--- src/rtl/alu_exec_ctrl.sv ---
// alu_exec_ctrl: execute-stage controller wrapped around an external
// combinational ALU. It latches an opcode and two operands, drives one ALU pass
// (two for SLT), captures the result and flags, and holds them for downstream.
//
// Handshake semantics (both sides): a transfer happens on a rising clock edge
// where valid and ready are both high. A source raises valid without looking at
// ready and keeps its payload stable until the transfer edge. Here in_ready is
// high in IDLE, and in DONE when out_ready is high, so a new op can be accepted
// in the same cycle that the previous result is consumed.
module alu_exec_ctrl #(
    parameter int WIDTH = 8
) (
    input  logic             clk,
    input  logic             rst_n,
    input  logic             in_valid,
    output logic             in_ready,
    input  logic [2:0]       op,
    input  logic [WIDTH-1:0] a,
    input  logic [WIDTH-1:0] b,
    output logic             out_valid,
    input  logic             out_ready,
    output logic [WIDTH-1:0] result,
    output logic             zero,
    output logic             ovf,
    output logic             cout,
    output logic             err,
    output logic [WIDTH-1:0] alu_a,
    output logic [WIDTH-1:0] alu_b,
    output logic             alu_cin,
    output logic             alu_binv,
    output logic             alu_sel1,
    output logic             alu_sel0,
    output logic [WIDTH-1:0] alu_less,
    input  logic [WIDTH-1:0] alu_result,
    input  logic             alu_co,
    output logic [1:0]       dbg_state
);

    localparam logic [2:0] OP_AND = 3'b000;
    localparam logic [2:0] OP_OR  = 3'b001;
    localparam logic [2:0] OP_ADD = 3'b010;
    localparam logic [2:0] OP_SUB = 3'b110;
    localparam logic [2:0] OP_SLT = 3'b111;

    typedef enum logic [1:0] {
        ST_IDLE = 2'd0,
        ST_EXEC = 2'd1,
        ST_SLT2 = 2'd2,
        ST_DONE = 2'd3
    } state_t;

    state_t           r_state;
    state_t           w_next_state;

    logic [2:0]       r_op;
    logic [WIDTH-1:0] r_a;
    logic [WIDTH-1:0] r_b;
    logic [WIDTH-1:0] r_result;
    logic             r_zero;
    logic             r_ovf;
    logic             r_cout;
    logic             r_err;
    logic             r_set;

    logic             w_accept;
    logic             w_legal;
    logic             w_is_slt;
    logic             w_is_addsub;
    logic             w_binv_op;
    logic             w_sel1_op;
    logic             w_sel0_op;
    logic [WIDTH-1:0] w_beff;
    logic             w_raw_ovf;

    assign w_accept = in_valid & in_ready;

    // Decode the latched opcode into legality, class and first-pass ALU controls.
    always_comb begin
        w_legal     = 1'b0;
        w_is_slt    = 1'b0;
        w_is_addsub = 1'b0;
        w_binv_op   = 1'b0;
        w_sel1_op   = 1'b0;
        w_sel0_op   = 1'b0;
        case (r_op)
            OP_AND: begin
                w_legal = 1'b1;
            end
            OP_OR: begin
                w_legal   = 1'b1;
                w_sel0_op = 1'b1;
            end
            OP_ADD: begin
                w_legal     = 1'b1;
                w_is_addsub = 1'b1;
                w_sel1_op   = 1'b1;
            end
            OP_SUB: begin
                w_legal     = 1'b1;
                w_is_addsub = 1'b1;
                w_binv_op   = 1'b1;
                w_sel1_op   = 1'b1;
            end
            OP_SLT: begin
                w_legal   = 1'b1;
                w_is_slt  = 1'b1;
                w_binv_op = 1'b1;
                w_sel1_op = 1'b1;
            end
            default: begin
                w_legal = 1'b0;
            end
        endcase
    end

    // Signed overflow of the first pass: operands agree in sign, sum disagrees.
    assign w_beff    = r_b ^ {WIDTH{w_binv_op}};
    assign w_raw_ovf = (r_a[WIDTH-1] == w_beff[WIDTH-1]) &
                       (alu_result[WIDTH-1] != r_a[WIDTH-1]);

    // State register; reset drops any in-flight op immediately.
    always_ff @(posedge clk or negedge rst_n) begin
        if (!rst_n) begin
            r_state <= ST_IDLE;
        end else begin
            r_state <= w_next_state;
        end
    end

    // Next-state logic: EXEC always finishes in one cycle, SLT adds the SLT2 pass.
    always_comb begin
        w_next_state = r_state;
        case (r_state)
            ST_IDLE: begin
                if (in_valid) begin
                    w_next_state = ST_EXEC;
                end
            end
            ST_EXEC: begin
                if (w_legal && w_is_slt) begin
                    w_next_state = ST_SLT2;
                end else begin
                    w_next_state = ST_DONE;
                end
            end
            ST_SLT2: begin
                w_next_state = ST_DONE;
            end
            ST_DONE: begin
                if (out_ready) begin
                    w_next_state = in_valid ? ST_EXEC : ST_IDLE;
                end
            end
            default: begin
                w_next_state = ST_IDLE;
            end
        endcase
    end

    // Output decode: handshake signals and ALU drive; ALU inputs are 0 outside passes.
    always_comb begin
        in_ready  = 1'b0;
        out_valid = 1'b0;
        alu_a     = '0;
        alu_b     = '0;
        alu_cin   = 1'b0;
        alu_binv  = 1'b0;
        alu_sel1  = 1'b0;
        alu_sel0  = 1'b0;
        alu_less  = '0;
        case (r_state)
            ST_IDLE: begin
                in_ready = 1'b1;
            end
            ST_EXEC: begin
                if (w_legal) begin
                    alu_a    = r_a;
                    alu_b    = r_b;
                    alu_cin  = w_binv_op;
                    alu_binv = w_binv_op;
                    alu_sel1 = w_sel1_op;
                    alu_sel0 = w_sel0_op;
                end
            end
            ST_SLT2: begin
                alu_a    = r_a;
                alu_b    = r_b;
                alu_cin  = 1'b1;
                alu_binv = 1'b1;
                alu_sel1 = 1'b1;
                alu_sel0 = 1'b1;
                alu_less = {{(WIDTH-1){1'b0}}, r_set};
            end
            ST_DONE: begin
                out_valid = 1'b1;
                in_ready  = out_ready;
            end
            default: begin
                in_ready = 1'b0;
            end
        endcase
    end

    // Operand latch on every accepted transfer.
    always_ff @(posedge clk or negedge rst_n) begin
        if (!rst_n) begin
            r_op <= 3'b000;
            r_a  <= '0;
            r_b  <= '0;
        end else if (w_accept) begin
            r_op <= op;
            r_a  <= a;
            r_b  <= b;
        end
    end

    // Result/flag capture: EXEC records the first pass, SLT2 overwrites the result.
    always_ff @(posedge clk or negedge rst_n) begin
        if (!rst_n) begin
            r_result <= '0;
            r_zero   <= 1'b0;
            r_ovf    <= 1'b0;
            r_cout   <= 1'b0;
            r_err    <= 1'b0;
            r_set    <= 1'b0;
        end else if (r_state == ST_EXEC) begin
            if (!w_legal) begin
                r_result <= '0;
                r_zero   <= 1'b1;
                r_ovf    <= 1'b0;
                r_cout   <= 1'b0;
                r_err    <= 1'b1;
                r_set    <= 1'b0;
            end else begin
                r_result <= alu_result;
                r_zero   <= ~|alu_result;
                r_ovf    <= w_is_addsub & w_raw_ovf;
                r_cout   <= alu_co;
                r_err    <= 1'b0;
                r_set    <= w_is_slt & (alu_result[WIDTH-1] ^ w_raw_ovf);
            end
        end else if (r_state == ST_SLT2) begin
            r_result <= alu_result;
            r_zero   <= ~|alu_result;
        end
    end

    assign result    = r_result;
    assign zero      = r_zero;
    assign ovf       = r_ovf;
    assign cout      = r_cout;
    assign err       = r_err;
    assign dbg_state = r_state;

endmodule

--- config.mk ---
export PLATFORM = sky130hd
export DESIGN_NAME = alu_exec_ctrl
export DESIGN_NICKNAME = d
export VERILOG_FILES = /design/src/rtl/alu_exec_ctrl.sv
export SDC_FILE = /design/constraint.sdc
export NUM_CORES = 1
export LEC_CHECK = 0
export ABC_AREA = 1
export CAP_MARGIN = 20
export CORE_UTILIZATION = 30
export DETAILED_ROUTE_END_ITERATION = 10
export PLACE_DENSITY = 0.62
export SETUP_SLACK_MARGIN = 0.4
export SLEW_MARGIN = 20
export SYNTH_ARGS = -nofsm -noshare
export SYNTH_HDL_FRONTEND = slang
export SYNTH_SLANG_ARGS = --single-unit
--- constraint.sdc ---
create_clock -name clk -period 1.9 [get_ports clk]
set_input_delay 0.38 -clock clk [delete_from_list [all_inputs] [get_ports clk]]
set_output_delay 0.38 -clock clk [all_outputs]
set_load 0.01 [all_outputs]
==> After elaboration in Yosys (flattened, before gate mapping) <==
Cells that the tools add are included.
{ "word_totals": {"output_inout_bits": 44, "latch_bits": 0, "memories": 0, "regBits": 34, "wordCells": 72, "ramBits": 0, "romBits": 0} }
{ "classes": {"multipliers": 0, "n_eq_ne": 11, "n_bitwise": 6, "order_cmp": 0, "add_sub_neg": 0, "n_shift": 0, "div": 0, "reduce_logical": 11, "n_mux": 34} }
{ "op_table": {"columns": ["operator", "n"], "rows": [
  ["8-bit two-way mux", 5],
  ["8-bit case mux with 2 select lines", 2],
  ["1-bit two-way mux", 20],
  ["1-bit case mux with 2 select lines", 4],
  ["2-bit case mux with 4 select lines", 1],
  ["8-bit OR reduction", 1],
  ["8-bit XOR", 1],
  ["3-bit equality test, second input constant", 2],
  ["5-bit OR reduction", 1],
  ["1-bit AND", 4],
  ["2-bit equality test, second input constant", 2],
  ["2-bit two-way mux", 2],
  ["2-bit inequality test, second input constant", 2],
  ["2-bit OR reduction", 2],
  ["3-bit by 1-bit equality test with 1-bit output, second input constant", 1],
  ["3-bit by 2-bit equality test with 1-bit output, second input constant", 1],
  ["3-bit logical NOT", 1],
  ["3-bit OR reduction", 1],
  ["2-bit by 1-bit equality test with 1-bit output, second input constant", 1],
  ["2-bit logical NOT", 1],
  ["2-bit AND reduction", 1],
  ["2-bit nonzero test", 1],
  ["1-bit equality test", 1],
  ["1-bit logical AND", 1],
  ["other kinds (3)", 3]
]} }

==> Longest topological paths before layout <==
{ "depth": {"depth_word": 9, "ltp_mapped": 8, "mapped_depth_nobuf": 7} }

==> Worst setup path before layout <==
No wires, ideal clock.
{ "synth_path": {"kind": "reg-to-output", "from": "reg r_state[0], in the netlist dbg_state[0]", "to": "out alu_cin", "path_buffers": 2, "setup_slack_ps": -65, "stages_incl_launch_ff": 7, "arrival_ps": 1585, "path_cell_list": "dfrtp_1 -> inv_1 -> ha_1 -> inv_1 -> clkbuf_1 -> a21oi_1 -> buf_4"} }
{ "synth_between": {"elab_chain_len": 2, "word_cells_on_any_way": 3, "cone_classes": "eq/ne (2); mux (1)"} }
{ "synth_rtl": {"columns": ["element", "line_no", "rtl"], "rows": [
  ["from (decl)", "52", "state_t r_state;"],
  ["from (signal assigned)", "126", "r_state <= w_next_state;"],
  ["2-bit equality test / 2-bit by 1-bit equality test with 1-bit output (equally long branches)", null, null],
  ["1-bit case mux with 2 select lines *", null, null],
  ["to (decl)", "29", "output logic alu_cin,"]
]} }
Mark *: on every way between the ends. The rest lies on a longest branch, timed or not.

==> Worst setup path in the final report <==
{ "layout_path": {"from": "reg r_state[1], in the netlist dbg_state[1]", "to": "out alu_b[2]"} }
{ "layout_between": {"elab_chain_len": 2, "word_cells_on_any_way": 3, "cone_classes": "eq/ne (2); mux (1)"} }
{ "layout_rtl": {"columns": ["element", "line_no", "rtl"], "rows": [
  ["2-bit equality test / 2-bit by 1-bit equality test with 1-bit output (equally long branches)", "171", "case (r_state)"],
  ["8-bit case mux with 2 select lines *", "171", null],
  ["to (decl)", "28", "output logic [WIDTH-1:0] alu_b,"]
]} }
Marked as above.

==> impl_metrics.py <==
metrics = {
    "power_and_ir_drop": {
        "leakagePower_nw": 1.681,
        "ir_drop_uv": 615.8,
        "power_density_nw_per_um2": 1785,
    },
    "worst_setup_path": {
        "cp-start-kind": "register",
        "worst_ep_required_time_ps": 1520,
        "worst-path-max-fanout": 6,
        "arrival_ps": 1580,
        "path_cells": "inv_4, ha_4, nand2_4, nand2_4, nand2_8, buf_12, nor2_2, buf_2",
        "cp_common_cell": "nand2_4",
        "path_buf_inv": 3,
        "critPathSlowestCell": "dfrtp_2",
        "path_class": "register to output pin",
        "critPathMaxStageDelay_ps": 430,
        "crit_path_end_kind": "output pin",
        "critPathTopFamily": "flip-flops",
        "reg2reg_slack_ps": 70,
    },
    "route": {
        "initialDrtViolationCount": 78,
        "drtPass1Iterations": 4,
        "remaining_drc_errors": 0,
        "drt-vias-per-instance": 4.451,
        "drtAntennaViolNets": 0,
        "routed_wl_mm": 5.407,
        "wl_per_cell_um": 12.63,
        "vias": 1905,
    },
    "synth": {
        "synth_warnings": 0,
        "synth_area_um2": 1862,
        "synth_compound_area_share_pct": 3.159,
        "synth_top_family_by_area": "simple AND/OR/NAND/NOR gates",
        "synthCells": 244,
        "synth-simple-area-share_pct": 35.69,
        "synth_xor_area_share_pct": 0.4704,
        "synth-seq-cells": 34,
        "ys_seq_area_share_pct": 45.70,
        "syn_avg_cell_area_um2": 7.630,
        "synthAdderAreaFrac_pct": 2.688,
        "yosysUniqueCellTypes": 24,
        "muxShareOfSynthArea_pct": 0,
    },
    "clock_network": {
        "clk_pin_slew_ps": 70,
        "cts_tree": "done",
        "htree_levels": 2,
        "cts_root_buf": "clkbuf_8",
        "clockBufferDepth": 2,
        "numCtsBuffers": 5,
        "clock-sinks": 34,
        "postCtsHoldBufs": 0,
        "clk-insertion-delay-late_ps": 290,
    },
    "timing": {
        "worst_slack_ps": -58.60,
        "max_freq_mhz": 510.6,
        "rsz0062_at_grt": "yes",
        "skew_ps": 4.607,
        "min_period_ps": 1959,
        "hold_slack_ps": 148.3,
        "slew_headroom_pct": 35.86,
        "totalNegativeSetupSlack_ps": -654.7,
        "worstMarginPinSlew_ps": 962.1,
        "slew_violations": 0,
        "finalCritPeriodShare_pct": 103.1,
        "setup_viol": 18,
        "hold_viol": 0,
    },
    "floorplanning": {
        "rows": 28,
        "die_x_um": 80.78,
        "ioPinCount": 76,
        "core-area_um2": 5956,
        "die_h_um": 80.78,
        "initial_utilization_pct": 31.26,
        "dieArea_um2": 6525,
    },
    "global_route": {
        "grt_pass1_wl_mm": 8.390,
        "globalRouteTotalUtil_pct": 17.27,
        "grt_pass1_vias": 1777,
        "globalRouteOverflowTotal": 0,
        "grt_max_degree": 35,
        "antenna_found_initial": 0,
    },
    "finish": {
        "drive_gt1_share_pct": 41.36,
        "diodes": 0,
        "fill_cells": 555,
        "area_growth_pct": 81.18,
        "fin_nets": 388,
    },
    "job": {
        "maxCapViolations": 0,
    },
    "place": {
        "io_buffers": 68,
        "gp_congestion": 0.7635,
        "hpwlAfterDp_mm": 3.460,
    },
    "worst_hold_path": {
        "worstHoldPathType": "input port to async pin",
    },
    "status": {
        "status": "finished, violations left",
        "failed_checks": "setup timing",
    },
}
## path summary, 6_finish.rpt
kind,from,end,cells past startpoint
max,dbg_state[1],alu_b[2],8
min,rst_n,result[2],1
max reg2reg,dbg_state[0],r_b[0],12
min reg2reg,result[7],result[7],2
max in group asynchronous,rst_n,dbg_state[1],1
min in group clk,result[7],result[7],2
## metal layers
metal,vias to the layer above,track usage [%],share of wire (%)
met5,-,0,0
met4,0,5.893,1.5
met3,6,3.933,4.3
met2,46,28.98,49
met1,892,21.84,45
li1,961,-,-
## Yosys cell counts
library cell	count	share of area, %
nand3_2	1	0.54
nand4_1	1	0.34
nor2_4	1	0.60
nor2_1	11	2.2
nand2_2	6	2.0
buf_2	5	1.3
nor3_1	1	0.27
a21oi_1	3	0.81
o21ai_0	4	1.1
inv_1	28	5.6
nor2_2	9	3.0
nand2_1	84	17
nand3_1	34	9.1
o21a_1	1	0.40
xor2_1	1	0.47
a21oi_2	1	0.47
nand2_4	1	0.60
buf_4	9	3.6
clkbuf_1	2	0.40
conb_1	1	0.20
a21boi_0	1	0.40
dfrtp_1	34	46
ha_1	4	2.7
buf_12	1	1.1
## report_power, final
group          total (mW)  switching, mW  internal [mW]
Combinational        4.06           2.05           2.01
Clock               0.661          0.269          0.393
Sequential           1.30          0.237           1.07
Total                6.02           2.55           3.47
## metrics by stage
stage	cells	worst slack [ps]	total power, mW	util [%]	instance area (µm²)
finish	428	-58.60	6.021	56.64	3373
global route	428	-121.0	6.421	56.64	3373
CTS	421	-45.65	5.560	52.88	3149
detailed placement	400	-158.3	4.191	46.68	2780
global placement	400	-156.2	4.129	46.68	2780
floorplan	250	281.1	2.983	-	1969
## registers in the layout, indices dropped and copies added (netlist names)
| signal | flops |
|---|---|
| err | 1 |
| result | 8 |
| r_op | 3 |
| cout | 1 |
| r_set | 1 |
| zero | 1 |
| r_a | 8 |
| dbg_state | 2 |
| ovf | 1 |
| r_b | 8 |
## worst reg2reg max path, stage by stage (launching register included)
cell	delay, ps
dfrtp_2	390
buf_6	120
buf_4	100
buf_6	90
ha_4	140
nand2_4	50
a21oi_4	160
buf_6	120
buf_8	110
buf_12	160
nand2_8	80
nand2_1	110
nand2_2	60
## repair_timing
| item | CTS | global route |
|---|---|---|
| setup buffers | 8 | 7 |
| gates cloned | 5 | 0 |
| gates resized for setup | 168 | 45 |
| pin swaps | 8 | 15 |
| endpoints found under the setup margin | 59 | 47 |
## area by class of cell
class / instances / area [µm²] / share of cell area (%)
well taps: 75 / 93.84 / 2.782
flip-flops and latches: 34 / 853.3 / 25.30
clock buffers: 7 / 76.32 / 2.263
inverters: 28 / 115.1 / 3.412
multi-input cells: 174 / 1152 / 34.16
repair buffers: 109 / 1052 / 31.19
clock inverters: 1 / 30.03 / 0.8902
## kinds of logic (layout without fill, tap and decap cells)
logic type      Yosys count  in the layout
simple gates            149            152
compound gates           10             10
other cells               1              7
flops                    34             34
buf+inv                  45            145
xor+xnor                  1              1
fa+ha+maj                 4              4
## placed cells by master, fill, tap and decap left out, types with 4 or more instances in the layout
cell type,n
buf_2,12
buf_4,24
buf_6,24
clkbuf_8,5
clkdlybuf4s50_1,29
conb_1,7
dfrtp_1,32
dlygate4sd2_1,12
ha_4,4
inv_1,23
inv_4,4
nand2_1,60
nand2_2,24
nand2_4,5
nand2_8,5
nand3_1,28
nand3_2,6
nor2_1,5
nor2_2,8
nor2_4,8
Power figures use the tool's default switching activity.
